**src/rtl/mc_ctrl_if.sv**
```systemverilog
// Control bundle between the multicycle controller (master) and its datapath (slave).
// Instruction fields and status flags flow in; datapath strobes and mux selects flow out.
interface mc_ctrl_if;
    logic [5:0] op;
    logic [5:0] funct;
    logic       zero;
    logic       mem_ready;
    logic       pc_we;
    logic [1:0] pc_src;
    logic       iord;
    logic       mem_rd;
    logic       mem_wr;
    logic       ir_we;
    logic       reg_we;
    logic [1:0] regdst;
    logic [1:0] wb_sel;
    logic       alusrca;
    logic [1:0] alusrcb;
    logic [2:0] alu_op;
    logic [3:0] state;
    logic       illegal;

    modport master (
        input  op, funct, zero, mem_ready,
        output pc_we, pc_src, iord, mem_rd, mem_wr, ir_we, reg_we,
               regdst, wb_sel, alusrca, alusrcb, alu_op, state, illegal
    );

    modport slave (
        output op, funct, zero, mem_ready,
        input  pc_we, pc_src, iord, mem_rd, mem_wr, ir_we, reg_we,
               regdst, wb_sel, alusrca, alusrcb, alu_op, state, illegal
    );
endinterface

```
**src/rtl/mc_ctrl.sv**
```systemverilog
// Multicycle MIPS-style controller FSM (lw/sw/R-type/beq/j/addi).
// Optional jal support is enabled by defining MC_CTRL_JAL_EN.
module mc_ctrl (
    input  logic        clk,
    input  logic        rst,
    mc_ctrl_if.master   bus
);

    typedef enum logic [3:0] {
        ST_IF    = 4'd0,
        ST_ID    = 4'd1,
        ST_MADDR = 4'd2,
        ST_MRD   = 4'd3,
        ST_WBLW  = 4'd4,
        ST_MWR   = 4'd5,
        ST_EXR   = 4'd6,
        ST_WBR   = 4'd7,
        ST_BEQ   = 4'd8,
        ST_J     = 4'd9,
        ST_EXI   = 4'd10,
`ifdef MC_CTRL_JAL_EN
        ST_WBI   = 4'd11,
        ST_JAL   = 4'd12
`else
        ST_WBI   = 4'd11
`endif
    } state_t;

    localparam logic [5:0] OP_R    = 6'b000000;
    localparam logic [5:0] OP_J    = 6'b000010;
    localparam logic [5:0] OP_JAL  = 6'b000011;
    localparam logic [5:0] OP_BEQ  = 6'b000100;
    localparam logic [5:0] OP_ADDI = 6'b001000;
    localparam logic [5:0] OP_LW   = 6'b100011;
    localparam logic [5:0] OP_SW   = 6'b101011;

    localparam logic [2:0] ALU_ADD = 3'b010;
    localparam logic [2:0] ALU_SUB = 3'b110;
    localparam logic [2:0] ALU_AND = 3'b000;
    localparam logic [2:0] ALU_OR  = 3'b001;
    localparam logic [2:0] ALU_SLT = 3'b111;

    state_t     cur;
    state_t     nxt;

    logic       pc_we;
    logic [1:0] pc_src;
    logic       iord;
    logic       mem_rd;
    logic       mem_wr;
    logic       ir_we;
    logic       reg_we;
    logic [1:0] regdst;
    logic [1:0] wb_sel;
    logic       alusrca;
    logic [1:0] alusrcb;
    logic [2:0] alu_op;
    logic       illegal;

    always_ff @(posedge clk or posedge rst) begin
        if (rst) begin
            cur <= ST_IF;
        end else begin
            cur <= nxt;
        end
    end

    always_comb begin
        nxt     = ST_IF;
        pc_we   = 1'b0;
        pc_src  = 2'b00;
        iord    = 1'b0;
        mem_rd  = 1'b0;
        mem_wr  = 1'b0;
        ir_we   = 1'b0;
        reg_we  = 1'b0;
        regdst  = 2'b00;
        wb_sel  = 2'b00;
        alusrca = 1'b0;
        alusrcb = 2'b00;
        alu_op  = 3'b000;
        illegal = 1'b0;

        case (cur)
            ST_IF: begin
                mem_rd  = 1'b1;
                alusrcb = 2'b01;
                alu_op  = ALU_ADD;
                pc_we   = bus.mem_ready;
                ir_we   = bus.mem_ready;
                nxt     = bus.mem_ready ? ST_ID : ST_IF;
            end
            // Branch target (PC + imm<<2) is precomputed here for the beq state.
            ST_ID: begin
                alusrcb = 2'b11;
                alu_op  = ALU_ADD;
                case (bus.op)
                    OP_LW, OP_SW: nxt = ST_MADDR;
                    OP_R:         nxt = ST_EXR;
                    OP_BEQ:       nxt = ST_BEQ;
                    OP_J:         nxt = ST_J;
                    OP_ADDI:      nxt = ST_EXI;
`ifdef MC_CTRL_JAL_EN
                    OP_JAL:       nxt = ST_JAL;
`endif
                    default: begin
                        illegal = 1'b1;
                        nxt     = ST_IF;
                    end
                endcase
            end
            ST_MADDR: begin
                alusrca = 1'b1;
                alusrcb = 2'b10;
                alu_op  = ALU_ADD;
                nxt     = (bus.op == OP_SW) ? ST_MWR : ST_MRD;
            end
            ST_MRD: begin
                iord   = 1'b1;
                mem_rd = 1'b1;
                nxt    = bus.mem_ready ? ST_WBLW : ST_MRD;
            end
            ST_WBLW: begin
                reg_we = 1'b1;
                wb_sel = 2'b01;
            end
            ST_MWR: begin
                iord   = 1'b1;
                mem_wr = 1'b1;
                nxt    = bus.mem_ready ? ST_IF : ST_MWR;
            end
            // Unknown funct aborts back to fetch so the write-back state never runs.
            ST_EXR: begin
                alusrca = 1'b1;
                nxt     = ST_WBR;
                case (bus.funct)
                    6'b100000: alu_op = ALU_ADD;
                    6'b100010: alu_op = ALU_SUB;
                    6'b100100: alu_op = ALU_AND;
                    6'b100101: alu_op = ALU_OR;
                    6'b101010: alu_op = ALU_SLT;
                    default: begin
                        alu_op  = ALU_ADD;
                        illegal = 1'b1;
                        nxt     = ST_IF;
                    end
                endcase
            end
            ST_WBR: begin
                reg_we = 1'b1;
                regdst = 2'b01;
            end
            ST_BEQ: begin
                alusrca = 1'b1;
                alu_op  = ALU_SUB;
                pc_src  = 2'b01;
                pc_we   = bus.zero;
            end
            ST_J: begin
                pc_src = 2'b10;
                pc_we  = 1'b1;
            end
            ST_EXI: begin
                alusrca = 1'b1;
                alusrcb = 2'b10;
                alu_op  = ALU_ADD;
                nxt     = ST_WBI;
            end
            ST_WBI: begin
                reg_we = 1'b1;
            end
`ifdef MC_CTRL_JAL_EN
            ST_JAL: begin
                reg_we = 1'b1;
                regdst = 2'b10;
                wb_sel = 2'b10;
                pc_src = 2'b10;
                pc_we  = 1'b1;
            end
`endif
            default: nxt = ST_IF;
        endcase

        // Reset holds the fetch muxes but suppresses every strobe and enable.
        if (rst) begin
            pc_we   = 1'b0;
            ir_we   = 1'b0;
            reg_we  = 1'b0;
            mem_rd  = 1'b0;
            mem_wr  = 1'b0;
            illegal = 1'b0;
        end
    end

    assign bus.pc_we   = pc_we;
    assign bus.pc_src  = pc_src;
    assign bus.iord    = iord;
    assign bus.mem_rd  = mem_rd;
    assign bus.mem_wr  = mem_wr;
    assign bus.ir_we   = ir_we;
    assign bus.reg_we  = reg_we;
    assign bus.regdst  = regdst;
    assign bus.wb_sel  = wb_sel;
    assign bus.alusrca = alusrca;
    assign bus.alusrcb = alusrcb;
    assign bus.alu_op  = alu_op;
    assign bus.state   = cur;
    assign bus.illegal = illegal;

endmodule

```
**src/flat_wrapper.sv**
```systemverilog
// flat-port wrapper written by rule: the top's interface ports become plain ports
module mc_ctrl_flat 
  (clk, rst, bus_op, bus_funct, bus_zero, bus_mem_ready, bus_pc_we, bus_pc_src, bus_iord, bus_mem_rd, bus_mem_wr, bus_ir_we, bus_reg_we, bus_regdst, bus_wb_sel, bus_alusrca, bus_alusrcb, bus_alu_op, bus_state, bus_illegal);
  mc_ctrl_if bus_i ();
  input  logic clk;
  input  logic rst;
  input wire logic [$bits(bus_i.op)-1:0] bus_op;
  input wire logic [$bits(bus_i.funct)-1:0] bus_funct;
  input wire logic [$bits(bus_i.zero)-1:0] bus_zero;
  input wire logic [$bits(bus_i.mem_ready)-1:0] bus_mem_ready;
  output wire logic [$bits(bus_i.pc_we)-1:0] bus_pc_we;
  output wire logic [$bits(bus_i.pc_src)-1:0] bus_pc_src;
  output wire logic [$bits(bus_i.iord)-1:0] bus_iord;
  output wire logic [$bits(bus_i.mem_rd)-1:0] bus_mem_rd;
  output wire logic [$bits(bus_i.mem_wr)-1:0] bus_mem_wr;
  output wire logic [$bits(bus_i.ir_we)-1:0] bus_ir_we;
  output wire logic [$bits(bus_i.reg_we)-1:0] bus_reg_we;
  output wire logic [$bits(bus_i.regdst)-1:0] bus_regdst;
  output wire logic [$bits(bus_i.wb_sel)-1:0] bus_wb_sel;
  output wire logic [$bits(bus_i.alusrca)-1:0] bus_alusrca;
  output wire logic [$bits(bus_i.alusrcb)-1:0] bus_alusrcb;
  output wire logic [$bits(bus_i.alu_op)-1:0] bus_alu_op;
  output wire logic [$bits(bus_i.state)-1:0] bus_state;
  output wire logic [$bits(bus_i.illegal)-1:0] bus_illegal;
  assign bus_i.op = bus_op;
  assign bus_i.funct = bus_funct;
  assign bus_i.zero = bus_zero;
  assign bus_i.mem_ready = bus_mem_ready;
  assign bus_pc_we = bus_i.pc_we;
  assign bus_pc_src = bus_i.pc_src;
  assign bus_iord = bus_i.iord;
  assign bus_mem_rd = bus_i.mem_rd;
  assign bus_mem_wr = bus_i.mem_wr;
  assign bus_ir_we = bus_i.ir_we;
  assign bus_reg_we = bus_i.reg_we;
  assign bus_regdst = bus_i.regdst;
  assign bus_wb_sel = bus_i.wb_sel;
  assign bus_alusrca = bus_i.alusrca;
  assign bus_alusrcb = bus_i.alusrcb;
  assign bus_alu_op = bus_i.alu_op;
  assign bus_state = bus_i.state;
  assign bus_illegal = bus_i.illegal;
  mc_ctrl u_core (.clk(clk), .rst(rst), .bus(bus_i));
endmodule
```
**config.mk**
```make
export PLATFORM = sky130hd
export DESIGN_NAME = mc_ctrl_flat
export DESIGN_NICKNAME = d
export VERILOG_FILES = /design/src/rtl/mc_ctrl_if.sv /design/src/rtl/mc_ctrl.sv /design/src/flat_wrapper.sv
export SDC_FILE = /design/constraint.sdc
export NUM_CORES = 1
export LEC_CHECK = 0
export BUFFER_PORTS_ARGS = -buffer_cell sky130_fd_sc_hd__buf_2
export CORE_UTILIZATION = 45
export DETAILED_ROUTE_END_ITERATION = 16
export PLACE_DENSITY_LB_ADDON = 0.08
export SLEW_MARGIN = 0
export SYNTH_ARGS = -nofsm -noshare
export SYNTH_HDL_FRONTEND = slang
export SYNTH_SLANG_ARGS = --single-unit
```
**constraint.sdc**
```tcl
create_clock -name clk -period 3.77 [get_ports clk]
set_clock_uncertainty 0.15 [all_clocks]
set_input_delay 0 -clock clk [delete_from_list [all_inputs] [get_ports clk]]
set_output_delay 0 -clock clk [all_outputs]
set_load 0.02 [all_outputs]
```
==> impl_results.md <==
- Fmax: 0.449 GHz
- Die H: 39.2 um
- Worst-path clk slew: 0.04 ns
- Synth top area share: 16.1%
- Fillers: 133
- Cell row count: 13
- Status: finished, final reports clean
- Worst EP arrival: 2.08 ns
- Grt ovf: 0
- Peak VDD IR: 0.214 mV
- First-pass GRT wire length: 2.68 mm
- Flop pwr share: 24.1%
- CP top delay family: simple AND/OR/NAND/NOR gates
- Crit-path max FO: 17
- Max FFs per register: 4
- Core Box Area: 0.00130 mm^2
- Ys async rst share: 100%
- Clk sinks: 4
- Register Area: 100 um^2
- Sequential fraction of the synthesis area: 16.1%
- Final WS setup: 1.54 ns
- Number of H-tree levels: 1
- Setup-failing EPs final: 0
- Dpl hpwl: 1.31 mm
- Distinct cell type count after synthesis: 35
- Crit-path cells: and2b_1 > nand3_1 > or4_1 > o22ai_1 > buf_2
- Synth Register Bits: 4
- Final Max Slew Viols: 0
- Power share of the clock group: 12.9%
- Relative slew slack: 66.0%
- Mapped Cells: 99
- Post-DR wirelength/cell: 11.8 um
- TritonCTS clock tree: yes
- Cts bufs inserted: 3
- Syn Area/Cell: 6.29 um^2
- Die area: 0.00154 mm^2
- Final Net Count: 151
- Slowest cell on the critical path: dfrtp_1
- Crit Path Class: flop to primary output
- Sw Share: 55.0%
- Largest net degree at the start of global routing: 18
- CP Data Required Time: 3.62 ns
- Die X: 39.2 um
- Initial antenna violation count: 0
- Final min period: 2.23 ns
- TNS Setup: 0 ns
- Share of cells above drive strength 1: 33.1%
- Vias in the first global route: 632
- Drt via density: 5.68
- Area contributors post-synth: dfrtp_1 (16%), nor2_1 (7.8%), nand2b_1 (7.0%), nor3_1 (6.4%), a21oi_1 (4.8%)
- Area of the multi-input gates: 467 um^2
- Initial Utilization: 47.9%
- Hold Crit Class: input port to flop
- CTS root buf: clkbuf_4
- Clock latency on the worst-skew pair: 0.24 ns
- Diode count: 0
- Tcrit/Tclk final: 59.0%
- Post-synth top cells: nor2_1 (13), nor3_1 (8), nand2_1 (7), nand2b_1 (7)
- Most common cell in the netlist: nor2_1
- Max-cap violations: 0
- Int Pwr: 192 uW
- Final core utilization: 63.8%
- First-pass DRT Iterations: 4
- Area growth syn-to-layout: 33.3%
- CP max stage delay: 0.65 ns
- Count of port buffers added during placement: 36
- Mapped cell area: 623 um^2
- Post-synth top area cell: dfrtp_1
- Yosys warns: 0
- Via count: 841
- All-Layer GR Usage: 26.1%
- EDFF count, synth: 0
- Drt initial violations: 30
- Final WL: 1.75 mm
- Startpoint types: flop
- Switch Pwr: 235 uW
- Leakage: 0.408 nW
- Power Density: 514 mW/mm^2
- Top_reg_cell synth: dfrtp_1
- DP Worst Slack: 1.82 ns
- Crit end category: primary output
- Least-Margin Pin Slew: 0.510 ns
- Post-route DRC: 0
- I/O pin cnt: 39
- RD Place Congestion: 0.830
- Longest Clk Path Bufs: 2
- Final-report hold violation count: 0
- Unrepaired setup endpoints after global routing: no
- Worst path bufs/invs: 1
- ANT nets after route: 0
- Combinational power share: 63.0%
cell usage in the layout (no fill, tap or decap), types with 2 or more instances in the layout:
cell type      Yosys  layout
conb_1             1       2
xor2_1             2       2
clkbuf_4           0       3
nor4_1             2       2
nand3_1            4       4
a221oi_1           2       2
or2_2              2       2
and3_2             2       2
buf_2              0      36
o21ai_0            5       5
nand2_1            7       7
a21oi_1            6       6
dlygate4sd3_1      0       2
nor2_1            13      13
or3_1              4       4
inv_1              6       6
nand2b_1           7       7
dfrtp_1            4       4
nor3_1             8       8
worst paths after layout:
check | depth (start not counted) | startpoint | slack (ns) | to
max | 5 | u_core.bus.state[1]$_DFF_PP0_ | 1.54 | bus_alu_op[0]
min reg2reg | 1 | u_core.bus.state[3]$_DFF_PP0_ | 0.52 | u_core.bus.state[0]$_DFF_PP0_
min in group asynchronous | 3 | rst | 0.13 | u_core.bus.state[1]$_DFF_PP0_
min | 4 | bus_op[4] | 0.02 | u_core.bus.state[3]$_DFF_PP0_
max in group asynchronous | 3 | rst | 3.18 | u_core.bus.state[0]$_DFF_PP0_
max reg2reg | 4 | u_core.bus.state[0]$_DFF_PP0_ | 1.91 | u_core.bus.state[1]$_DFF_PP0_
kinds of logic (layout without fill, tap and decap cells):
| logic type | after synthesis | after routing | synth area share (%) |
|---|---|---|---|
| other | 1 | 2 | 0.602 |
| and+or+nand+nor | 55 | 55 | 46.2 |
| DFF | 4 | 4 | 16.1 |
| buffers and inverters | 14 | 47 | 9.64 |
| xor gates and xnor gates | 2 | 2 | 2.81 |
| AOI/OAI and AO/OA | 23 | 23 | 24.7 |
worst register-to-register path: stages, from the launching register on:
cell	delay, ns
dfrtp_1	0.60
nand2b_1	0.25
nor2_1	0.11
a221oi_1	0.36
o311ai_0	0.23
repair_timing:
action,CTS,global route
setup buffers,0,0
setup endpoints to repair,0,0
hold buffers,2,0
resized for setup,0,0
hold endpoints to repair,5,0
metrics by stage:
stage,std cells,instance area (um^2),total power [mW],hold WS (ns)
3_5_place_dp,143,788,0.367,-0.174
3_3_place_gp,143,788,0.363,-0.177
6_report,148,831,0.427,0.0207
5_1_grt,148,831,0.465,0.0301
4_1_cts,148,831,0.425,0.00695
2_1_floorplan,100,627,0.289,-0.376
metal layers:
layer	global-route usage [%]	vias up	share of wire [%]
met5	0	-	0
met4	16.4	0	1.3
met3	3.47	2	4.2
met2	41.7	30	47
met1	32.3	383	48
li1	-	426	-
power by group through the flow:
| stage | Sequential [mW] | Combinational [mW] | Clock, mW |
|---|---|---|---|
| 6_report | 0.103 | 0.269 | 0.0550 |
| 3_5_place_dp | 0.102 | 0.266 | 0 |
| 3_3_place_gp | 0.0990 | 0.264 | 0 |
| 2_1_floorplan | 0.0846 | 0.205 | 0 |
| 5_1_grt | 0.106 | 0.296 | 0.0631 |
| 4_1_cts | 0.101 | 0.268 | 0.0563 |
cell type report:
class                   count  area share (%)
well taps                  15            2.26
flip-flops and latches      4            12.0
multi-input cells          82            56.2
inverters                   6            2.71
repair buffers             38            24.1
clock buffers               3            2.71
(Power assumes the default switching activity.)
